$ cat src/rtl/regfile_write_arbiter.sv
// Round-robin arbiter sharing the register-file write port between several
// writeback sources, with a one-entry registered output slot and forwarding
// hit flags for the read-operand path.
module regfile_write_arbiter #(
    parameter int unsigned NUM_REQ    = 3,
    parameter int unsigned ADDR_WIDTH = 5,
    parameter int unsigned DATA_WIDTH = 32
) (
    input  logic                          clk,
    input  logic                          reset,
    input  logic [NUM_REQ-1:0]            req_valid,
    input  logic [NUM_REQ*ADDR_WIDTH-1:0] req_addr,
    input  logic [NUM_REQ*DATA_WIDTH-1:0] req_data,
    output logic [NUM_REQ-1:0]            req_ready,
    input  logic                          stall,
    output logic [ADDR_WIDTH-1:0]         wr_reg,
    output logic [DATA_WIDTH-1:0]         wr_data,
    output logic                          reg_write,
    input  logic [ADDR_WIDTH-1:0]         rd_reg1,
    input  logic [ADDR_WIDTH-1:0]         rd_reg2,
    output logic                          fwd_hit1,
    output logic                          fwd_hit2
);

    localparam int unsigned PtrW = (NUM_REQ > 1) ? $clog2(NUM_REQ) : 1;

    logic                  reg_write_q, reg_write_d;
    logic [ADDR_WIDTH-1:0] wr_reg_q, wr_reg_d;
    logic [DATA_WIDTH-1:0] wr_data_q, wr_data_d;
    logic [PtrW-1:0]       rr_ptr_q, rr_ptr_d;

    logic                  slot_free;
    logic                  commit;
    logic                  gnt_valid;
    logic [PtrW-1:0]       gnt_idx;
    logic                  transfer;
    logic [ADDR_WIDTH-1:0] gnt_addr;
    logic [DATA_WIDTH-1:0] gnt_data;

    // The slot can accept a new entry if it is empty or drains this cycle.
    assign slot_free = ~reg_write_q | ~stall;
    assign commit    = reg_write_q & ~stall;

    // Find the first valid requester at or after rr_ptr, wrapping modulo NUM_REQ.
    always_comb begin
        gnt_valid = 1'b0;
        gnt_idx   = '0;
        for (int unsigned k = 0; k < NUM_REQ; k++) begin
            if (!gnt_valid && req_valid[(32'(rr_ptr_q) + k) % NUM_REQ]) begin
                gnt_valid = 1'b1;
                gnt_idx   = PtrW'((32'(rr_ptr_q) + k) % NUM_REQ);
            end
        end
    end

    assign transfer = gnt_valid & slot_free & ~reset;
    assign gnt_addr = req_addr[32'(gnt_idx)*ADDR_WIDTH +: ADDR_WIDTH];
    assign gnt_data = req_data[32'(gnt_idx)*DATA_WIDTH +: DATA_WIDTH];

    // One-hot ready toward the granted requester; silent during reset.
    always_comb begin
        req_ready = '0;
        if (transfer) begin
            req_ready[gnt_idx] = 1'b1;
        end
    end

    // Slot and pointer next state: drain on commit, load on a non-zero-address grant.
    always_comb begin
        reg_write_d = reg_write_q;
        wr_reg_d    = wr_reg_q;
        wr_data_d   = wr_data_q;
        rr_ptr_d    = rr_ptr_q;
        if (commit) begin
            reg_write_d = 1'b0;
        end
        if (transfer) begin
            rr_ptr_d = (gnt_idx == PtrW'(NUM_REQ - 1)) ? '0 : gnt_idx + 1'b1;
            // Writes to register 0 are consumed but never reach the slot.
            if (gnt_addr != '0) begin
                reg_write_d = 1'b1;
                wr_reg_d    = gnt_addr;
                wr_data_d   = gnt_data;
            end
        end
    end

    // State registers with synchronous reset; a pending slot is discarded.
    always_ff @(posedge clk) begin
        if (reset) begin
            reg_write_q <= 1'b0;
            wr_reg_q    <= '0;
            wr_data_q   <= '0;
            rr_ptr_q    <= '0;
        end else begin
            reg_write_q <= reg_write_d;
            wr_reg_q    <= wr_reg_d;
            wr_data_q   <= wr_data_d;
            rr_ptr_q    <= rr_ptr_d;
        end
    end

    assign reg_write = reg_write_q;
    assign wr_reg    = wr_reg_q;
    assign wr_data   = wr_data_q;

    // Register 0 never forwards; flags are forced low while reset is held.
    assign fwd_hit1 = ~reset & reg_write_q & (wr_reg_q == rd_reg1) & (rd_reg1 != '0);
    assign fwd_hit2 = ~reset & reg_write_q & (wr_reg_q == rd_reg2) & (rd_reg2 != '0);

endmodule

$ cat config.mk
export PLATFORM = sky130hd
export DESIGN_NAME = regfile_write_arbiter
export DESIGN_NICKNAME = d
export VERILOG_FILES = /design/src/rtl/regfile_write_arbiter.sv
export SDC_FILE = /design/constraint.sdc
export NUM_CORES = 1
export LEC_CHECK = 0
export ABC_CLOCK_PERIOD_IN_PS = 3300
export CORE_ASPECT_RATIO = 1.75
export CORE_UTILIZATION = 41
export CTS_BUF_LIST = sky130_fd_sc_hd__clkbuf_16
export DETAILED_ROUTE_END_ITERATION = 10
export PLACE_DENSITY = 0.83
export SYNTH_ARGS = -nofsm -noshare
export SYNTH_HDL_FRONTEND = slang
export SYNTH_SLANG_ARGS = --single-unit
export TNS_END_PERCENT = 1
$ cat constraint.sdc
create_clock -name clk -period 3.3 [get_ports clk]
set_input_delay 0.66 -clock clk [delete_from_list [all_inputs] [get_ports clk]]
set_output_delay 0.66 -clock clk [all_outputs]
set_load 0.05 [all_outputs]
== After elaboration in Yosys (flattened, before gate mapping) ==
Cells that the tools add are included.

* Bits in registers: 40
* Output and inout bits: 43
* Word-level logic and storage cells: 61
* Input port bits: 127

* Add/subtract/negate cells: 3
* Reduce and logical (&&, ||, !) cells: 9
* Shifts and indexed selects: 2
* Order comparisons: 5
* $mul: 1
* Div/mod/pow operators: 3
* Bitwise gates (word level): 12
* Muxes and demuxes: 19
* Eq/ne operators: 3

{| class="wikitable"
|+ Operators by type and width
! kind !! count
|-
| < comparator 32 x 3 -> 1 bit, second input constant || 3
|-
| variable part select 96 x 8 -> 32 bit || 1
|-
| modulo 32 x 2 -> 32 bit, second input constant || 2
|-
| modulo 2 x 2 -> 32 bit, second input constant || 1
|-
| nonzero test 5 bit || 3
|-
| variable part select 15 x 6 -> 5 bit || 1
|-
| == test 5 bit || 2
|-
| two-way mux 1 bit || 10
|-
| bitwise AND 1 bit || 8
|-
| two-way mux 2 bit || 4
|-
| binary-select mux 1 bit (select 2 bit) || 3
|-
| multiplier 2 x 3 -> 5 bit, second input constant || 1
|-
| adder 2 x 1 -> 3 bit, second input constant || 1
|-
| adder 2 x 2 -> 3 bit, second input constant || 1
|-
| logical AND 1 bit || 3
|-
| < comparator 2 x 3 -> 1 bit, second input constant || 1
|-
| two-way mux 3 bit || 1
|-
| inverter 1 bit || 3
|-
| adder 2 x 1 -> 2 bit, second input constant || 1
|-
| demux 1 bit (select 2 bit) || 1
|-
| == test 2 bit, second input constant || 1
|-
| >= comparator 2 x 1 -> 1 bit, second input constant || 1
|-
| zero test 1 bit || 2
|-
| AND reduction 2 bit || 1
|-
| bitwise OR 1 bit || 1
|}

== Logic depth before layout (Yosys ltp) ==
Gate-level depths: netlist of the first run.

* Depth after elaboration: 15
* Gate-level depth with buffers: 12

== Worst setup path before layout of the first run ==
Ideal clock, no wire load.

* Kind: input -> output
* Start: input req_valid[2]
* End: output req_ready[0]
* Stages: 7
* Required time: 2640 ps
* Setup slack: -472 ps
* Data arrival time: 3112 ps
* Path buffers: 2
* Cell sequence: nor2b_1 -> o21a_1 -> o21bai_1 -> nand2_1 -> clkbuf_1 -> clkbuf_1 -> nor3_1

* Cells in the longest elaborated chain, start to end: 14

{| class="wikitable"
|+ Ends and longest elaborated chain
! item !! RTL line !! RTL
|-
| start: declaration || 11 || <nowiki>input logic [NUM_REQ-1:0] req_valid,</nowiki>
|-
| binary-select mux 1 bit (select 2 bit) || 49 || <nowiki>if (!gnt_valid && req_valid[(32'(rr_ptr_q) + k) % NUM_REQ]) begin</nowiki>
|-
| two-way mux 1 bit (not written as such) || 49 ||
|-
| two-way mux 1 bit || 49 ||
|-
| zero test 1 bit || 49 ||
|-
| logical AND 1 bit || 49 ||
|-
| two-way mux 1 bit || 49 ||
|-
| zero test 1 bit || 49 ||
|-
| logical AND 1 bit || 49 ||
|-
| two-way mux 2 bit || 49 ||
|-
| < comparator 2 x 3 -> 1 bit (not written as such) / >= comparator 2 x 1 -> 1 bit (equally long branches) || 64 || <nowiki>req_ready[gnt_idx] = 1'b1;</nowiki>
|-
| logical AND 1 bit (not written as such) || 64 ||
|-
| two-way mux 1 bit (not written as such) || 64 ||
|-
| demux 1 bit (select 2 bit) || 64 ||
|-
| two-way mux 3 bit (*) || 63 || <nowiki>if (transfer) begin</nowiki>
|-
| end: declaration || 14 || <nowiki>output logic [NUM_REQ-1:0] req_ready,</nowiki>
|}

Mark *: on every way between the ends. The rest lies on a longest branch, timed or not. The select of a mux whose other input is x is not followed.

== Final worst setup path of the first run ==
* Start: input req_valid[0]
* End: output req_ready[1]

Same word-level chain as after synthesis.

==> results of run 1 <==
[worst max-delay path by stage]
| stage | start | endpoint | slack [ps] | cells past startpoint |
|---|---|---|---|---|
| global placement | req_valid[2] | req_ready[1] | -50 | 7 |
| finish | req_valid[0] | req_ready[1] | 120 | 8 |
| floorplan | rr_ptr_q[1]$_SDFFE_PP0P_ | req_ready[2] | 60 | 9 |
| detailed placement | req_valid[1] | wr_data[10]$_SDFFE_PP0P_ | -50 | 9 |
| global route | req_valid[0] | req_ready[0] | 30 | 9 |
| CTS | req_valid[1] | req_ready[1] | 3 | 8 |
[synthesized netlist by cell type (2+ instances only)]
master,number
a211oi_1,4
and3_1,2
a21oi_1,73
dfxtp_1,40
nand2_1,71
a21o_1,3
a311oi_1,2
nor2b_1,35
a31oi_1,3
o221ai_1,4
buf_2,11
xnor2_1,8
a41oi_1,32
nor2_1,8
nor3_1,8
buf_4,5
nand3_1,3
o21ai_0,3
inv_1,8
o21ai_2,11
o21ai_1,20
ha_1,4
and2_1,32
o2111ai_1,2
clkbuf_1,21
mux2i_1,3
[layout make-up]
cell class                      instances  area [sq um]
Tap cell                               88           110
Clock buffer                            5           125
Sequential cell                        40           801
Inverter                                8          30.0
Fill cell                             626          2280
Multi-Input combinational cell        359          2300
Timing Repair Buffer                  197          1960
Clock inverter                          3          11.3
[worst reg2reg max path, stage by stage (launching register included)]
cell	delay [ps]
dfxtp_1	380
inv_1	80
ha_2	380
and3b_4	240
a311oi_4	390
o22a_1	290
o2111ai_1	230
a22oi_4	250
buf_4	360
a41oi_1	220
o21ai_2	90
[per-layer routing]
layer,global-route usage (%),vias to the layer above,wire [um]
met5,0,-,0
met4,9.06,0,309
met3,3.86,24,488
met2,50.7,136,6130
met1,29.9,1811,4240
li1,-,1945,-
[logic make-up after synthesis]
logic type      synth area share, %
simple gates                   26.2
xor+xnor                       2.15
mux                            1.34
compound gates                 37.6
flops                          24.5
buf+inv                        6.63
fa+ha+maj                      1.53
[where the power goes]
group          total, mW  leakage (nW)  internal [mW]  switching, mW
sequential         0.810         0.331          0.676          0.134
clock              0.457        0.0738          0.272          0.185
combinational       4.29          1.61           1.66           2.64
total               5.56          2.01           2.60           2.96
[repair_timing]
| action | CTS | global route |
|---|---|---|
| gates resized for setup | 1 | 4 |
| setup buffers | 0 | 0 |
| pin swaps | 0 | 1 |
| endpoints found under the setup margin | 1 | 2 |
[per-stage QoR]
| step | cell area, sq um | hold slack [ps] | setup slack (ps) | power, mW |
|---|---|---|---|---|
| 2_1_floorplan | 3280 | 466 | 63.0 | 3.70 |
| 5_1_grt | 5340 | 530 | 31.4 | 5.95 |
| 3_3_place_gp | 5180 | 483 | -45.9 | 5.00 |
| 4_1_cts | 5320 | 509 | 3.41 | 5.56 |
| 3_5_place_dp | 5180 | 501 | -47.7 | 5.08 |
| 6_report | 5340 | 509 | 121 | 5.56 |
==> impl_metrics.yaml, run 1 <==
sta:
  setup_viol: 0
  max_freq_mhz: 315
  fin_skew_ps: 3.45
  relSlewSlack_pct: 61.6
  rsz0062_at_grt: "no"
  finalCriticalPeriod_ps: 3180
  totalNegativeSetupSlack_ps: 0
  slew_violations: 0
  post-route-period-util_pct: 96.3
  worstMarginPinSlew_ps: 574
  hold_viol: 0
logic_synthesis:
  synth_edf_count: 0
  synthesis.nets: 577
  ys_seq_elements: 40
  syn_area_per_cell_sq_um: 7.32
  seq_area_frac_synth_pct: 24.5
  synth-main-ff-cell: "dfxtp_1"
  ys_top_cells_by_area: "dfxtp_1, a21oi_1, a41oi_1"
  yosys_warnings: 0
  synth_top_area_share_pct: 24.5
  synth_top_area_cell: "dfxtp_1"
  async_flop_share_pct: 0
  syn_inst: 446
  synth.distinct_cells: 56
  synth_area_sq_um: 3270
clock_network:
  cts_hold_buf: 0
  numCtsBuffers: 5
  clockBufferDepth: 2
  cts_sinks: 40
  clk_latency_ps: 280
  cts_tree: "built"
  h-tree-depth: 2
  cts_root_buffer: "clkbuf_16"
  clk_pin_slew_worst_paths_ps: 60
global_routing:
  antenna_found_initial: 0
  grt_pass1_vias: 3939
  grt_first_pass_wirelength_mm: 18.4
  grt_max_degree: 35
  grt.overflow.total: 0
  grt.total_usage_pct: 26.8
power_and_ir_drop:
  powerDensity_nw_per_um2: 1040
  leakage_nw: 2.01
  ir_worst_vdd_mv: 0.585
final_layout:
  synthToLayoutAreaGrowth_pct: 63.4
  instances_no_fill: 700
  drive_above_1_share_pct: 10.9
  mostFrequentLayoutCell: "clkdlybuf4s50_1"
  final_cell_mix: "clkdlybuf4s50_1, a21oi_1, nand2_1"
  nets: 742
  post-route-util_pct: 70.0
  largest_register_ffs: 32
  diodes: 0
detailed_routing:
  wl_per_cell_um: 16.0
  drtIter0Drc: 207
  dr.pass1.iters: 5
  ant_nets: 0
  remaining_drc_errors: 0
  wl_mm: 11.2
  vias_per_cell: 5.59
  vias: 3916
run_status:
  outcome: "completed"
die:
  core-area_sq_um: 7620
  num_io_pins: 170
  dieWidth_um: 69.5
  fp.dieH_um: 120
  row_count: 42
  start_util_pct: 42.9
  die_area_sq_um: 8340
worst_setup_path:
  critPathMaxStageDelay_ps: 490
  start_kind: "input port"
  r2r-end: "wr_data[10]$_SDFFE_PP0P_"
  cp_data_arrival_time_ps: 2520
  ff2ff_path_depth: 10
  path_delay_family: "buffers and inverters"
  rrSetupSlack_ps: 340
  critical-path-slowest-cell: "clkdlybuf4s50_1"
  required_ps: 2640
  path_class: "input port to primary output"
  cp_cell_sequence: "clkdlybuf4s50_1 -> mux2i_2 -> o21ai_2 -> buf_4 -> a211oi_1 -> a2bb2oi_1 -> and3_1 -> buf_12"
  end_kind: "primary output"
  rr_startpoint: "rr_ptr_q[0]$_SDFFE_PP0P_"
  cp_max_fo: 5
  cp.buffers_inverters: 3
worst_hold_path:
  hold_start: "rr_ptr_q[0]$_SDFFE_PP0P_"
  hold_end: "rr_ptr_q[0]$_SDFFE_PP0P_"
  whs_path_depth: 2
  min_path_type: "flip-flop to flip-flop"
place:
  portBuffers: 169
  dpl.hpwl_mm: 8.46
  routabilityCongestion: 0.824
  placed_cells: 692
job:
  cap_violations: 0
(Power assumes the default switching activity.)
==> run 2, diff against run 1 <==
--- a/config.mk
+++ b/config.mk
@@ -11,6 +11,7 @@
 export CTS_BUF_LIST = sky130_fd_sc_hd__clkbuf_16
 export DETAILED_ROUTE_END_ITERATION = 10
 export PLACE_DENSITY = 0.83
+export RECOVER_POWER = 25
 export SYNTH_ARGS = -nofsm -noshare
 export SYNTH_HDL_FRONTEND = slang
 export SYNTH_SLANG_ARGS = --single-unit
==> run 2 against run 1 <==
Against the previous run:
- non-clock buffer count stayed put
- final cell count stayed put
- clock power hardly changed
- cell area stayed put
- power is 0.60% lower
- sequential power is 0.5% lower
- clock-buffer cell count stayed put
==> impl_metrics.yaml, run 2 (synthesis results as in run 1) <==
clock_network:
  clockBufferDepth: 2
  numCtsBuffers: 5
  cts_sinks: 40
  clk_latency_ps: 280
  postCtsSetupRepairBufs: 0
  cts_tree: "built"
  clk_pin_slew_worst_paths_ps: 60
  cts_root_buffer: "clkbuf_16"
  cts_hold_buf: 0
  h-tree-depth: 2
sta:
  hold_viol: 0
  max_freq_mhz: 315
  worstMarginPinSlew_ps: 575
  slew_violations: 0
  fin_skew_ps: 3.65
  relSlewSlack_pct: 61.6
  finalCriticalPeriod_ps: 3180
  rsz0062_at_grt: "no"
  fin_hold_ws_ps: 509
  totalNegativeSetupSlack_ps: 0
  post-route-period-util_pct: 96.3
  setup_viol: 0
final_layout:
  nets: 742
  diodes: 0
  largest_register_ffs: 32
  synthToLayoutAreaGrowth_pct: 63.4
  instances_no_fill: 700
  final_cell_mix: "clkdlybuf4s50_1, a21oi_1, nand2_1"
  mostFrequentLayoutCell: "clkdlybuf4s50_1"
  drive_above_1_share_pct: 10.9
global_routing:
  grt_first_pass_wirelength_mm: 18.4
  antenna_found_initial: 0
  grt_max_degree: 35
  grt_pass1_vias: 3939
  grt.total_usage_pct: 26.8
  grt.overflow.total: 0
worst_setup_path:
  path_delay_family: "buffers and inverters"
  start_kind: "input port"
  cp.buffers_inverters: 3
  critical-path-slowest-cell: "clkdlybuf4s50_1"
  cp_cell_sequence: "clkdlybuf4s50_1 -> mux2i_2 -> o21ai_2 -> buf_4 -> a211oi_1 -> a2bb2oi_1 -> and3_1 -> buf_12"
  path_class: "input port to primary output"
  end_kind: "primary output"
  rr_startpoint: "rr_ptr_q[0]$_SDFFE_PP0P_"
  rrSetupSlack_ps: 340
  cp_data_arrival_time_ps: 2520
  ff2ff_path_depth: 10
  required_ps: 2640
  cp_max_fo: 5
  critPathMaxStageDelay_ps: 490
  r2r-end: "wr_data[10]$_SDFFE_PP0P_"
place:
  routabilityCongestion: 0.824
  dpl.hpwl_mm: 8.46
  placed_cells: 692
  portBuffers: 169
worst_hold_path:
  hold_end: "rr_ptr_q[0]$_SDFFE_PP0P_"
  hold_start: "rr_ptr_q[0]$_SDFFE_PP0P_"
  whs_path_depth: 2
  min_path_type: "flip-flop to flip-flop"
detailed_routing:
  wl_per_cell_um: 16.0
  drtIter0Drc: 208
  vias: 3908
  remaining_drc_errors: 0
  vias_per_cell: 5.58
  wl_mm: 11.2
  dr.pass1.iters: 4
  ant_nets: 0
power_and_ir_drop:
  ir_worst_vdd_mv: 0.581
  power_mw: 5.53
  leakage_nw: 2.06
  powerDensity_nw_per_um2: 1040
run_status:
  outcome: "completed"
die:
  die_area_sq_um: 8340
  core-area_sq_um: 7620
  num_io_pins: 170
  start_util_pct: 42.9
  row_count: 42
  fp.dieH_um: 120
  dieWidth_um: 69.5
job:
  cap_violations: 0
[run 2: cell types whose count changed in the layout (fill, tap and decap cells not counted)]
| cell | previous run | this run |
|---|---|---|
| dlygate4sd3_1 | 0 | 20 |
| clkdlybuf4s50_1 | 162 | 142 |
[run 2: through the flow]
step	utilization, %	instance area, sq um	setup slack [ps]
final	70.0	5340	121
after floorplan	-	3280	63.0
after global routing	70.0	5340	31.4
after CTS	69.8	5320	3.41
after global placement	68.0	5180	-45.9
after detailed placement	68.0	5180	-47.7
[run 2: metal layers]
layer,global-route usage (%),share of wire (%)
met5,0,0
met2,50.7,55
met1,29.9,38
met4,9.06,2.5
met3,3.86,4.5
[run 2: where the power goes]
group	switching [mW]	total [mW]	internal, mW
sequential	0.131	0.806	0.675
clock	0.187	0.459	0.272
combinational	2.64	4.26	1.63
[run 2: layout make-up]
class                           instances  area (sq um)
Tap cell                               88           110
Multi-Input combinational cell        359          2300
Sequential cell                        40           801
Timing Repair Buffer                  197          1960
Fill cell                             626          2280
Clock buffer                            5           125
Inverter                                8          30.0
Clock inverter                          3          11.3
[run 2: how the worst max path moves through the flow]
stage                          endpoint  depth (start not counted)                startpoint
2_1_floorplan              req_ready[2]                          9  rr_ptr_q[1]$_SDFFE_PP0P_
3_3_place_gp               req_ready[1]                          7              req_valid[2]
3_5_place_dp   wr_data[10]$_SDFFE_PP0P_                          9              req_valid[1]
4_1_cts                    req_ready[1]                          8              req_valid[1]
5_1_grt                    req_ready[0]                          9              req_valid[0]
6_report                   req_ready[1]                          8              req_valid[0]
[run 2: repair_timing]
item | 4_1_cts | 5_1_grt
gates resized for setup | 1 | 4
pin swaps | 0 | 1
cloned | 0 | 0
setup endpoints to repair | 1 | 2
[run 2: worst min-delay path: stages, from the launching register on]
cell     delay (ps)
dfxtp_1         340
nand2_1          70
a21oi_1          50
==> run 3, diff against run 2 <==
--- a/config.mk
+++ b/config.mk
@@ -10,9 +10,8 @@
 export CORE_UTILIZATION = 41
 export CTS_BUF_LIST = sky130_fd_sc_hd__clkbuf_16
 export DETAILED_ROUTE_END_ITERATION = 10
-export PLACE_DENSITY = 0.83
-export RECOVER_POWER = 25
+export PLACE_DENSITY_LB_ADDON = 0.15
 export SYNTH_ARGS = -nofsm -noshare
 export SYNTH_HDL_FRONTEND = slang
 export SYNTH_SLANG_ARGS = --single-unit
-export TNS_END_PERCENT = 1
+export TNS_END_PERCENT = 5
==> run 3 against run 2 <==
Against the previous run:
- clock power barely moved
- critical path depth fell by 1
- utilization fell by 0.30 points
- first-iteration DRC count rose by 1.9%
- clock-buffer cell count did not move
- cell area fell by 0.42%
- routed wire length rose by 3.1%
- register-to-register slack got worse by 30 ps
- sequential cell count did not move
- die area did not move
- non-clock buffer count fell by 3
- setup slack got worse by 28 ps
- largest cell class unchanged
==> impl_metrics.yaml, run 3 (synthesis results as in run 1) <==
run_status:
  outcome: "completed"
place:
  routabilityCongestion: 0.882
  portBuffers: 169
  place_ws_ps: -66.0
  dpl.hpwl_mm: 8.73
  placed_cells: 688
die:
  start_util_pct: 42.9
  num_io_pins: 170
  core-area_sq_um: 7620
  fp.dieH_um: 120
  row_count: 42
  die_area_sq_um: 8340
  dieWidth_um: 69.5
sta:
  relSlewSlack_pct: 62.0
  fin_skew_ps: 7.19
  worstMarginPinSlew_ps: 568
  post-route-period-util_pct: 97.2
  slew_violations: 0
  finalCriticalPeriod_ps: 3210
  totalNegativeSetupSlack_ps: 0
  setup_viol: 0
  max_freq_mhz: 312
  rsz0062_at_grt: "no"
  hold_viol: 0
  fin_ws_ps: 92.4
detailed_routing:
  met1_length_mm: 4.16
  wl_per_cell_um: 16.5
  met3_length_um: 643
  wl_mm: 11.5
  remaining_drc_errors: 0
  dr.max_layer_used: "met4"
  dr.pass1.iters: 4
  vias_per_cell: 5.69
  wl_met2_mm: 6.25
  ant_nets: 0
  drtIter0Drc: 212
  vias: 3963
job:
  cap_violations: 0
power_and_ir_drop:
  powerDensity_nw_per_um2: 1050
  ir_worst_vdd_mv: 0.529
  leakage_nw: 1.99
final_layout:
  mostFrequentLayoutCell: "clkdlybuf4s50_1"
  final_cell_mix: "clkdlybuf4s50_1, a21oi_1, nand2_1"
  drive_above_1_share_pct: 10.8
  diodes: 0
  largest_register_ffs: 32
  instances_no_fill: 697
  nets: 739
  synthToLayoutAreaGrowth_pct: 62.7
worst_setup_path:
  cp_data_arrival_time_ps: 2550
  cp_cell_sequence: "clkdlybuf4s50_1 -> mux2i_1 -> nor2_2 -> nor3_2 -> a221o_1 -> nor3_4 -> buf_12"
  required_ps: 2640
  critical-path-slowest-cell: "clkdlybuf4s50_1"
  start_kind: "input port"
  path_delay_family: "buffers and inverters"
  path_class: "input port to primary output"
  critPathMaxStageDelay_ps: 610
  cp.buffers_inverters: 2
  end_kind: "primary output"
  cp_max_fo: 5
global_routing:
  grt_max_degree: 66
  grt_pass1_vias: 4075
  grt.overflow.total: 0
  grt_first_pass_wirelength_mm: 19.3
  antenna_found_initial: 0
  grt.total_usage_pct: 28.5
clock_network:
  clk_latency_ps: 290
  cts_sinks: 40
  h-tree-depth: 2
  numCtsBuffers: 5
  cts_hold_buf: 0
  cts_tree: "built"
  clk_pin_slew_worst_paths_ps: 60
  cts_root_buffer: "clkbuf_16"
  clockBufferDepth: 2
worst_hold_path:
  min_path_type: "flip-flop to flip-flop"
## run 3: cell count changes in the layout (fill, tap and decap cells not counted), sizes merged
| cell | delta |
|---|---|
| buf | -3 |
| dlygate4sd3 | -20 |
| clkdlybuf4s50 | +20 |
## run 3: worst paths after layout
path	from	end	slack (ps)	depth (start not counted)
worst max-delay path	req_valid[0]	req_ready[0]	90	7
worst min-delay path	rr_ptr_q[0]$_SDFFE_PP0P_	rr_ptr_q[0]$_SDFFE_PP0P_	520	2
worst max register to register	rr_ptr_q[0]$_SDFFE_PP0P_	wr_data[22]$_SDFFE_PP0P_	310	10
worst min register to register	rr_ptr_q[0]$_SDFFE_PP0P_	rr_ptr_q[0]$_SDFFE_PP0P_	520	2
## run 3: per-layer routing
layer / global-route usage [%] / up-vias
met3: 4.53 / 30
met5: 0 / -
met2: 51.6 / 157
met4: 14.7 / 0
li1: - / 1946
met1: 31.3 / 1830
## run 3: cell type report
cell class / instances / area [sq um]
multi-input cells: 359 / 2310
clock inverters: 3 / 11.3
inverters: 8 / 30.0
clock buffers: 5 / 125
repair buffers: 194 / 1930
flip-flops and latches: 40 / 801
well taps: 88 / 110
fillers: 678 / 2310
## run 3: timing repair
| item | 4_1_cts | 5_1_grt |
|---|---|---|
| resized for setup | 1 | 7 |
| pin swaps | 1 | 1 |
| buffers inserted | 1 | 0 |
| setup endpoints to repair | 2 | 3 |
## run 3: through the flow
step | power (mW) | hold slack, ps | utilization [%] | instance area, sq um
global placement | 5.01 | 490 | 67.4 | 5140
global route | 5.99 | 554 | 69.7 | 5310
finish | 5.57 | 517 | 69.7 | 5310
CTS | 5.57 | 515 | 69.4 | 5290
floorplan | 3.70 | 466 | - | 3280
detailed placement | 5.08 | 506 | 67.4 | 5140
## run 3: tightest hold or removal path, cell delays in order (launching register included)
cell and delay [ps]:
dfxtp_1 350, nand2_1 70, a21oi_1 50
## run 3: power breakdown
part	switching, mW	internal (mW)	leakage [nW]
Clock	0.190	0.272	0.0738
Sequential	0.134	0.676	0.331
Combinational	2.66	1.63	1.58
